## src/rtl/request_compactor.sv

```systemverilog
// Round-robin request compactor: packs up to NUM_LANES valid requests from NUM_PORTS ports
// into the lowest output lanes, tagged with the source port ID, with one register stage.
module request_compactor #(
    parameter int unsigned WIDTH     = 8,
    parameter int unsigned TAG_W     = 2,
    parameter int unsigned NUM_PORTS = 4,
    parameter int unsigned NUM_LANES = 2,
    parameter int unsigned ID_W      = $clog2(NUM_PORTS + 1)
) (
    input  logic                         clk,
    input  logic                         rst_n,
    input  logic [NUM_PORTS*WIDTH-1:0]   port_data_in,
    input  logic [NUM_PORTS*TAG_W-1:0]   port_tag_in,
    input  logic [NUM_PORTS-1:0]         port_valid_in,
    output logic [NUM_PORTS-1:0]         port_ready_out,
    output logic [NUM_LANES*WIDTH-1:0]   lane_data_out,
    output logic [NUM_LANES*TAG_W-1:0]   lane_tag_out,
    output logic [NUM_LANES*ID_W-1:0]    lane_id_out,
    output logic [NUM_LANES-1:0]         lane_valid_out,
    input  logic                         out_ready_in
);

    localparam int unsigned PTR_W = $clog2(NUM_PORTS);

    logic [PTR_W-1:0]           ptr_q;
    logic                       grp_v;
    logic                       load;
    logic [NUM_PORTS-1:0]       granted;
    logic [PTR_W-1:0]           lane_sel [NUM_LANES];
    logic [NUM_LANES-1:0]       lane_hit;
    logic [PTR_W-1:0]           last_idx;
    logic                       any_grant;
    int unsigned                n_grant;
    int unsigned                scan_idx;

    logic [NUM_LANES*WIDTH-1:0] lane_data_d;
    logic [NUM_LANES*TAG_W-1:0] lane_tag_d;
    logic [NUM_LANES*ID_W-1:0]  lane_id_d;
    logic [NUM_LANES-1:0]       lane_valid_d;

    assign grp_v          = |lane_valid_out;
    assign load           = !grp_v | out_ready_in;
    assign port_ready_out = granted & {NUM_PORTS{load & rst_n}};

    // Walk ports in rotated order from ptr; the n-th valid port found feeds lane n.
    always_comb begin
        granted   = '0;
        lane_hit  = '0;
        last_idx  = '0;
        any_grant = 1'b0;
        n_grant   = 0;
        scan_idx  = 0;
        for (int unsigned k = 0; k < NUM_LANES; k++) begin
            lane_sel[k] = '0;
        end
        for (int unsigned j = 0; j < NUM_PORTS; j++) begin
            scan_idx = 32'(ptr_q) + j;
            if (scan_idx >= NUM_PORTS) begin
                scan_idx = scan_idx - NUM_PORTS;
            end
            for (int unsigned i = 0; i < NUM_PORTS; i++) begin
                if (i == scan_idx && port_valid_in[i] && n_grant < NUM_LANES) begin
                    granted[i] = 1'b1;
                    for (int unsigned k = 0; k < NUM_LANES; k++) begin
                        if (k == n_grant) begin
                            lane_sel[k] = PTR_W'(i);
                            lane_hit[k] = 1'b1;
                        end
                    end
                    last_idx  = PTR_W'(i);
                    any_grant = 1'b1;
                    n_grant   = n_grant + 1;
                end
            end
        end
    end

    always_comb begin
        lane_data_d  = '0;
        lane_tag_d   = '0;
        lane_id_d    = '0;
        lane_valid_d = '0;
        for (int unsigned k = 0; k < NUM_LANES; k++) begin
            if (lane_hit[k]) begin
                lane_valid_d[k] = 1'b1;
                for (int unsigned i = 0; i < NUM_PORTS; i++) begin
                    if (lane_sel[k] == PTR_W'(i)) begin
                        lane_data_d[k*WIDTH +: WIDTH] = port_data_in[i*WIDTH +: WIDTH];
                        lane_tag_d[k*TAG_W +: TAG_W]  = port_tag_in[i*TAG_W +: TAG_W];
                        lane_id_d[k*ID_W +: ID_W]     = ID_W'(i + 1);
                    end
                end
            end
        end
    end

    always_ff @(posedge clk or negedge rst_n) begin
        if (!rst_n) begin
            lane_data_out  <= '0;
            lane_tag_out   <= '0;
            lane_id_out    <= '0;
            lane_valid_out <= '0;
            ptr_q          <= '0;
        end else if (load) begin
            lane_data_out  <= lane_data_d;
            lane_tag_out   <= lane_tag_d;
            lane_id_out    <= lane_id_d;
            lane_valid_out <= lane_valid_d;
            if (any_grant) begin
                ptr_q <= (last_idx == PTR_W'(NUM_PORTS - 1)) ? '0 : last_idx + PTR_W'(1);
            end
        end
    end

endmodule

```

## config.mk

```make
export PLATFORM = sky130hd
export DESIGN_NAME = request_compactor
export DESIGN_NICKNAME = d
export VERILOG_FILES = /design/src/rtl/request_compactor.sv
export SDC_FILE = /design/constraint.sdc
export NUM_CORES = 1
export LEC_CHECK = 0
export CAP_MARGIN = 20
export CORE_UTILIZATION = 45
export DETAILED_ROUTE_END_ITERATION = 7
export PLACE_DENSITY = 0.71
export SLEW_MARGIN = 20
export SYNTH_ARGS = -nofsm -noshare
export SYNTH_HDL_FRONTEND = slang
export SYNTH_SLANG_ARGS = --single-unit
```

## constraint.sdc

```tcl
create_clock -name clk -period 15.8 [get_ports clk]
set_input_delay 1.58 -clock clk [delete_from_list [all_inputs] [get_ports clk]]
set_output_delay 1.58 -clock clk [all_outputs]
set_load 0.1 [all_outputs]
```

Word-level counts from Yosys, hierarchy flattened

Cells that the tools add are included.

Flip-flop bits (word level): 30
Bits of input ports: 47

$add $sub $neg: 22
Magnitude comparators: 19
Eq/ne operators: 34
Multiplexer cells: 188
Bitwise operators: 3
Reduce and logical (&&, ||, !) cells: 55

Operators by type and width:

| operator                                                          | count |
|---|---|
| equality test 1 x 32 -> 1 bit, first input constant               | 19 |
| logical NOT 32 bit                                                | 19 |
| two-way mux 32 bit                                                | 18 |
| less-than comparator 32 x 2 -> 1 bit, second input constant       | 15 |
| adder 32 x 1 -> 32 bit, second input constant                     | 14 |
| equality test 2 x 32 -> 1 bit, first input constant               | 8 |
| two-way mux 2 bit                                                 | 68 |
| two-way mux 8 bit                                                 | 10 |
| two-way mux 1 bit                                                 | 69 |
| two-way mux 4 bit                                                 | 14 |
| logical AND 1 bit                                                 | 31 |
| two-way mux 3 bit                                                 | 9 |
| subtractor 3 x 3 -> 4 bit, second input constant                  | 3 |
| equality test 2 bit, second input constant                        | 5 |
| greater-or-equal comparator 3 bit, second input constant          | 3 |
| adder 2 x 2 -> 3 bit, second input constant                       | 2 |
| AND 4 bit                                                         | 1 |
| equality test 2 x 1 -> 1 bit, second input constant               | 2 |
| logical NOT 2 bit                                                 | 2 |
| subtractor 2 x 3 -> 4 bit, second input constant                  | 1 |
| adder 2 x 1 -> 3 bit, second input constant                       | 1 |
| greater-or-equal comparator 2 x 3 -> 1 bit, second input constant | 1 |
| adder 2 x 1 -> 2 bit, second input constant                       | 1 |
| AND reduction 2 bit                                               | 1 |
| other kinds (4)                                                   | 4 |

Longest topological paths before layout

Gate-level depths: netlist of the first run.

Word-level depth: 56
Gate-level depth with buffers: 67
Mapped depth without buffers: 61

Least setup slack after synthesis of the first run

Ideal clock, no wire load.

Path kind: input to output
Start point: in port_valid_in[1]
End point: out port_ready_out[1]
Data arrival time: 12.940 ns
Required time: 14.220 ns
Setup slack: 1.280 ns
Stages: 45
Buffers on the path: 3
Cells stage by stage: buf_2 nand2_1 or2_2 inv_1 ha_1 and4bb_1 buf_6 inv_1 fa_1 inv_1 ha_1 nor2_1 nor2_1 ha_1 o32a_1 o21ai_2 inv_1 ha_1 [9 not listed] buf_2 ha_1 nor4bb_1 a21oi_1 ha_1 and4b_1 or2_2 a31oi_1 ha_1 nor4b_1 nor3_1 o31ai_1 inv_1 ha_1 o22ai_1 nand4b_2 or2_2 a31oi_1

Cells in the longest elaborated chain, start to end: 40
Elaborated cells on any way between the ends: 57

RTL lines:

| what                                 | line | source |
|---|---|---|
| from (decl)                          | 14   | `input logic [NUM_PORTS-1:0] port_valid_in,` |
| logical AND 1 bit (2 in a row)       | 62   | `if (i == scan_idx && port_valid_in[i] && n_grant < NUM_LANES) begin` |
| two-way mux 32 bit                   | 62   |  |
| less-than comparator 32 x 2 -> 1 bit | 62   |  |
| logical AND 1 bit                    | 62   |  |
| two-way mux 32 bit                   | 62   |  |
| less-than comparator 32 x 2 -> 1 bit | 62   |  |
| logical AND 1 bit                    | 62   |  |
| two-way mux 32 bit                   | 62   |  |
| [23 not listed]                      | -    |  |
| two-way mux 32 bit                   | 62   |  |
| less-than comparator 32 x 2 -> 1 bit | 62   |  |
| logical AND 1 bit                    | 62   |  |
| two-way mux 32 bit                   | 62   |  |
| less-than comparator 32 x 2 -> 1 bit | 62   |  |
| logical AND 1 bit                    | 62   |  |
| two-way mux 1 bit (*)                | 62   |  |
| AND 4 bit (*)                        | 43   | `assign port_ready_out = granted & {NUM_PORTS{load & rst_n}};` |
| to (decl)                            | 15   | `output logic [NUM_PORTS-1:0] port_ready_out,` |

Mark *: on every way between the ends. The rest lies on a longest branch, timed or not.

Worst setup path in the final report of the first run

Start point: in port_valid_in[1]
End point: reg lane_data_out[2]

Cells in the longest elaborated chain, start to end: 51
Elaborated cells on any way between the ends: 141

RTL lines:

| what                                                                              | line   | source |
|---|---|---|
| logical AND 1 bit (2 in a row)                                                    | 62     |  |
| two-way mux 32 bit                                                                | 62     |  |
| less-than comparator 32 x 2 -> 1 bit                                              | 62     |  |
| logical AND 1 bit                                                                 | 62     |  |
| two-way mux 32 bit                                                                | 62     |  |
| less-than comparator 32 x 2 -> 1 bit                                              | 62     |  |
| logical AND 1 bit                                                                 | 62     |  |
| two-way mux 32 bit                                                                | 62     |  |
| [31 not listed]                                                                   | -      |  |
| logical AND 1 bit                                                                 | 62     |  |
| two-way mux 32 bit                                                                | 62     |  |
| less-than comparator 32 x 2 -> 1 bit / logical NOT 32 bit (equally long branches) | 62, 65 |  |
| logical AND 1 bit / two-way mux 2 bit (equally long branches)                     | 62, 65 |  |
| two-way mux 4 bit                                                                 | 62     |  |
| logical NOT 2 bit                                                                 | 87     | `if (lane_sel[k] == PTR_W'(i)) begin` |
| two-way mux 8 bit (4 in a row)                                                    | 87     |  |
| two-way mux 8 bit (*)                                                             | 84     | `if (lane_hit[k]) begin` |
| to (signal assigned)                                                              | 105    | `lane_data_out <= lane_data_d;` |
| to (decl)                                                                         | 16     | `output logic [NUM_LANES*WIDTH-1:0] lane_data_out,` |

Marks and branches as above.
A chain may end at the register's enable or synchronous reset.

==> run metrics, run 1 <==
Seq/Total Area, Yosys=18.7%; Clock Skew=0.00737 ns; endpoints failing hold=0; Routed WL per cell=17.7 µm; ANT nets after route=0; initial antenna violation count=0; DR pass1 iterations=5; Setup CP Type=in2reg; total negative slack=0 ns; min cycle time layout=15.01 ns; most common flop cell mapped by yosys=dfrtp_1; Die W=96.5 µm; DIE HEIGHT=96.5 µm; DR DRC count=0; Fillers=804; grt ovf=0; synth warn=0; Max stage delay on crit path=0.70 ns; Synth async-reset ratio=100%; post-synth cell types=78; Slew Limit Fails=0; Worst setup SP type=input port; post-DP HPWL=9910 µm; clk buf depth=2; worst reg-to-reg path cell count=60; core area=8680 µm²; Post-Layout Inst Area=4960 µm²; Mapped Cells=548; CP Max Fanout=9; R2R Path Start=ptr_q[0]; run status=completed; Slew @ Worst Pin=1.02 ns; Setup violations, final=0; Initial Util=46.3%; CP max-delay cell=or4b_2; worst slack at placement=0.255 ns; Relative slew margins=31.5%; root buffer cell=clkbuf_8; TritonCTS sink count=30; Post-CTS Setup Bufs=0; gr usage total=27.2%; max cap viols=0; Hold Crit Endpoint=lane_id_out[4]; worst min-delay path category=reg2reg; worst setup margin=0.792 ns; # rows=34; first-pass GRT wire length=19400 µm; unrepaired setup endpoints after global routing=no; Placed Instance Area=4840 µm²; Final #Nets=703; hold path depth=2; die area=9310 µm²; share of cells above drive strength 1=11.6%; commonest non-fill, non-tap cell in the layout=clkdlybuf4s50_1; HP Start=lane_id_out[4]; crit-path most repeated cell=ha_1; Via-to-Cell Ratio=5.96; CTS tree=yes; reg2reg end=lane_data_out[2]; initial DRC count=398; Placer Congestion=0.921; vias in the first global route=3753; Worst EP arrival=15.23 ns; via count=4293; crit end category=flip-flop; Num CTS Buffers=5; Final period util=95.0%; antenna cell count=0; largest net degree at the start of global routing=32; clock-pin slew on the worst setup and hold paths=0.07 ns; io pins=79; Post-Route WL=12800 µm; critical path required time=16.02 ns; PortBufs=78; Avg Cell Area, Syn=7.33 µm²; #FFs+latches synth=30; syn nets=640; area delta synth->final=23.4%; worst skew pair latency=0.29 ns; Post-synth EDFFs=0; CTS H-Tree Depth=2; r2r setup slk=1.74 ns; Post-Syn Area=4020 µm²; most frequent cells in the layout=clkdlybuf4s50_1, a21oi_1, nand2_1, nor2_1, ha_1; fmax=66.6 MHz
-- stage by stage --
stage	cells	hold WS (ns)	utilization, %
6_report	720	0.487	57.2
5_1_grt	720	0.518	57.2
4_1_cts	720	0.492	56.9
3_5_place_dp	712	0.477	55.8
3_3_place_gp	712	0.469	55.8
2_1_floorplan	548	0.961	-
-- Yosys cell counts (3+ instances only) --
library cell | instances | area (µm²)
nand3_1 | 9 | 45.0
buf_2 | 10 | 50.1
nand2_1 | 66 | 248
o22ai_1 | 4 | 25.0
o31ai_1 | 3 | 22.5
a31oi_1 | 6 | 37.5
nor2b_1 | 6 | 37.5
xnor2_1 | 6 | 52.6
a21oi_2 | 10 | 87.6
dfrtp_1 | 30 | 751
ha_1 | 44 | 551
nor2_1 | 66 | 248
and3_1 | 3 | 18.8
clkbuf_1 | 22 | 82.6
inv_1 | 30 | 113
nor3_1 | 5 | 25.0
o21ai_0 | 35 | 175
xor2_1 | 3 | 26.3
a21o_1 | 6 | 45.0
nand4_1 | 4 | 25.0
a211oi_1 | 3 | 22.5
or2_2 | 5 | 31.3
a22oi_1 | 11 | 82.6
a21oi_1 | 69 | 345
o21ai_1 | 11 | 55.1
nand3b_1 | 3 | 22.5
and2_1 | 5 | 31.3
o211ai_1 | 3 | 22.5
a21boi_0 | 3 | 22.5
buf_6 | 4 | 45.0
nand2b_1 | 4 | 25.0
-- how the worst max path moves through the flow --
stage                        endpoint  slack [ns]              from
floorplan           port_ready_out[1]        1.28  port_valid_in[1]
global placement     lane_data_out[2]        0.88  port_valid_in[1]
detailed placement   lane_data_out[2]        0.25  port_valid_in[1]
CTS                  lane_data_out[2]        0.47  port_valid_in[1]
global route         lane_data_out[2]       0.009  port_valid_in[1]
finish               lane_data_out[2]        0.79  port_valid_in[1]
-- state kept, by name (all words and copies together) (netlist names) --
name	count
lane_id_out	6
lane_tag_out	4
ptr_q	2
lane_valid_out	2
lane_data_out	16
-- worst max-delay path: cells and delay by family --
kind	cells	cell delay (ns)
AOI/OAI and AO/OA	18	3.77
adders and majority gates	14	3.99
buffers and inverters	5	1.01
and+or+nand+nor	23	4.90
-- final cells by class --
class | instances | area (µm²) | share of cell area, %
multi-input cells | 449 | 2980 | 60.0
repair buffers | 93 | 883 | 17.8
flip-flops and latches | 30 | 751 | 15.1
well taps | 108 | 135 | 2.72
inverters | 32 | 120 | 2.42
clock buffers | 6 | 82.6 | 1.66
clock inverters | 2 | 12.5 | 0.252
-- per-layer routing --
metal	GRT usage, %	up-vias	share of wire, %
li1	-	2051	-
met1	41.5	2033	48
met2	39.3	184	42
met3	4.07	25	7.7
met4	7.72	0	2.0
met5	0	-	0
-- what timing repair did --
action                                 in CTS  in global routing
setup endpoints to repair                   0                 20
hold buffers                                0                  0
gates resized for setup                     0                  6
endpoints found under the hold margin       0                  0
-- logic make-up after synthesis --
| logic type | after synthesis | synth area share [%] |
|---|---|---|
| and+or+nand+nor | 196 | 23.5 |
| DFF | 30 | 18.7 |
| xor gates and xnor gates | 12 | 3.64 |
| muxes | 4 | 1.15 |
| AOI/OAI and AO/OA | 192 | 31.1 |
| buffers and inverters | 69 | 7.78 |
| adders and majority gates | 45 | 14.2 |
Power of run 1 is not shown: default switching activity piles up to over one toggle a cycle in this logic, so the estimate is an artifact.
==> run 2, diff against run 1 <==
CAP_MARGIN = 30   (was 20)
==> results of run 2 <==
No change in the layout: final DEF, timing and power equal those of run 1.
Power of run 2 is left out for the same reason.
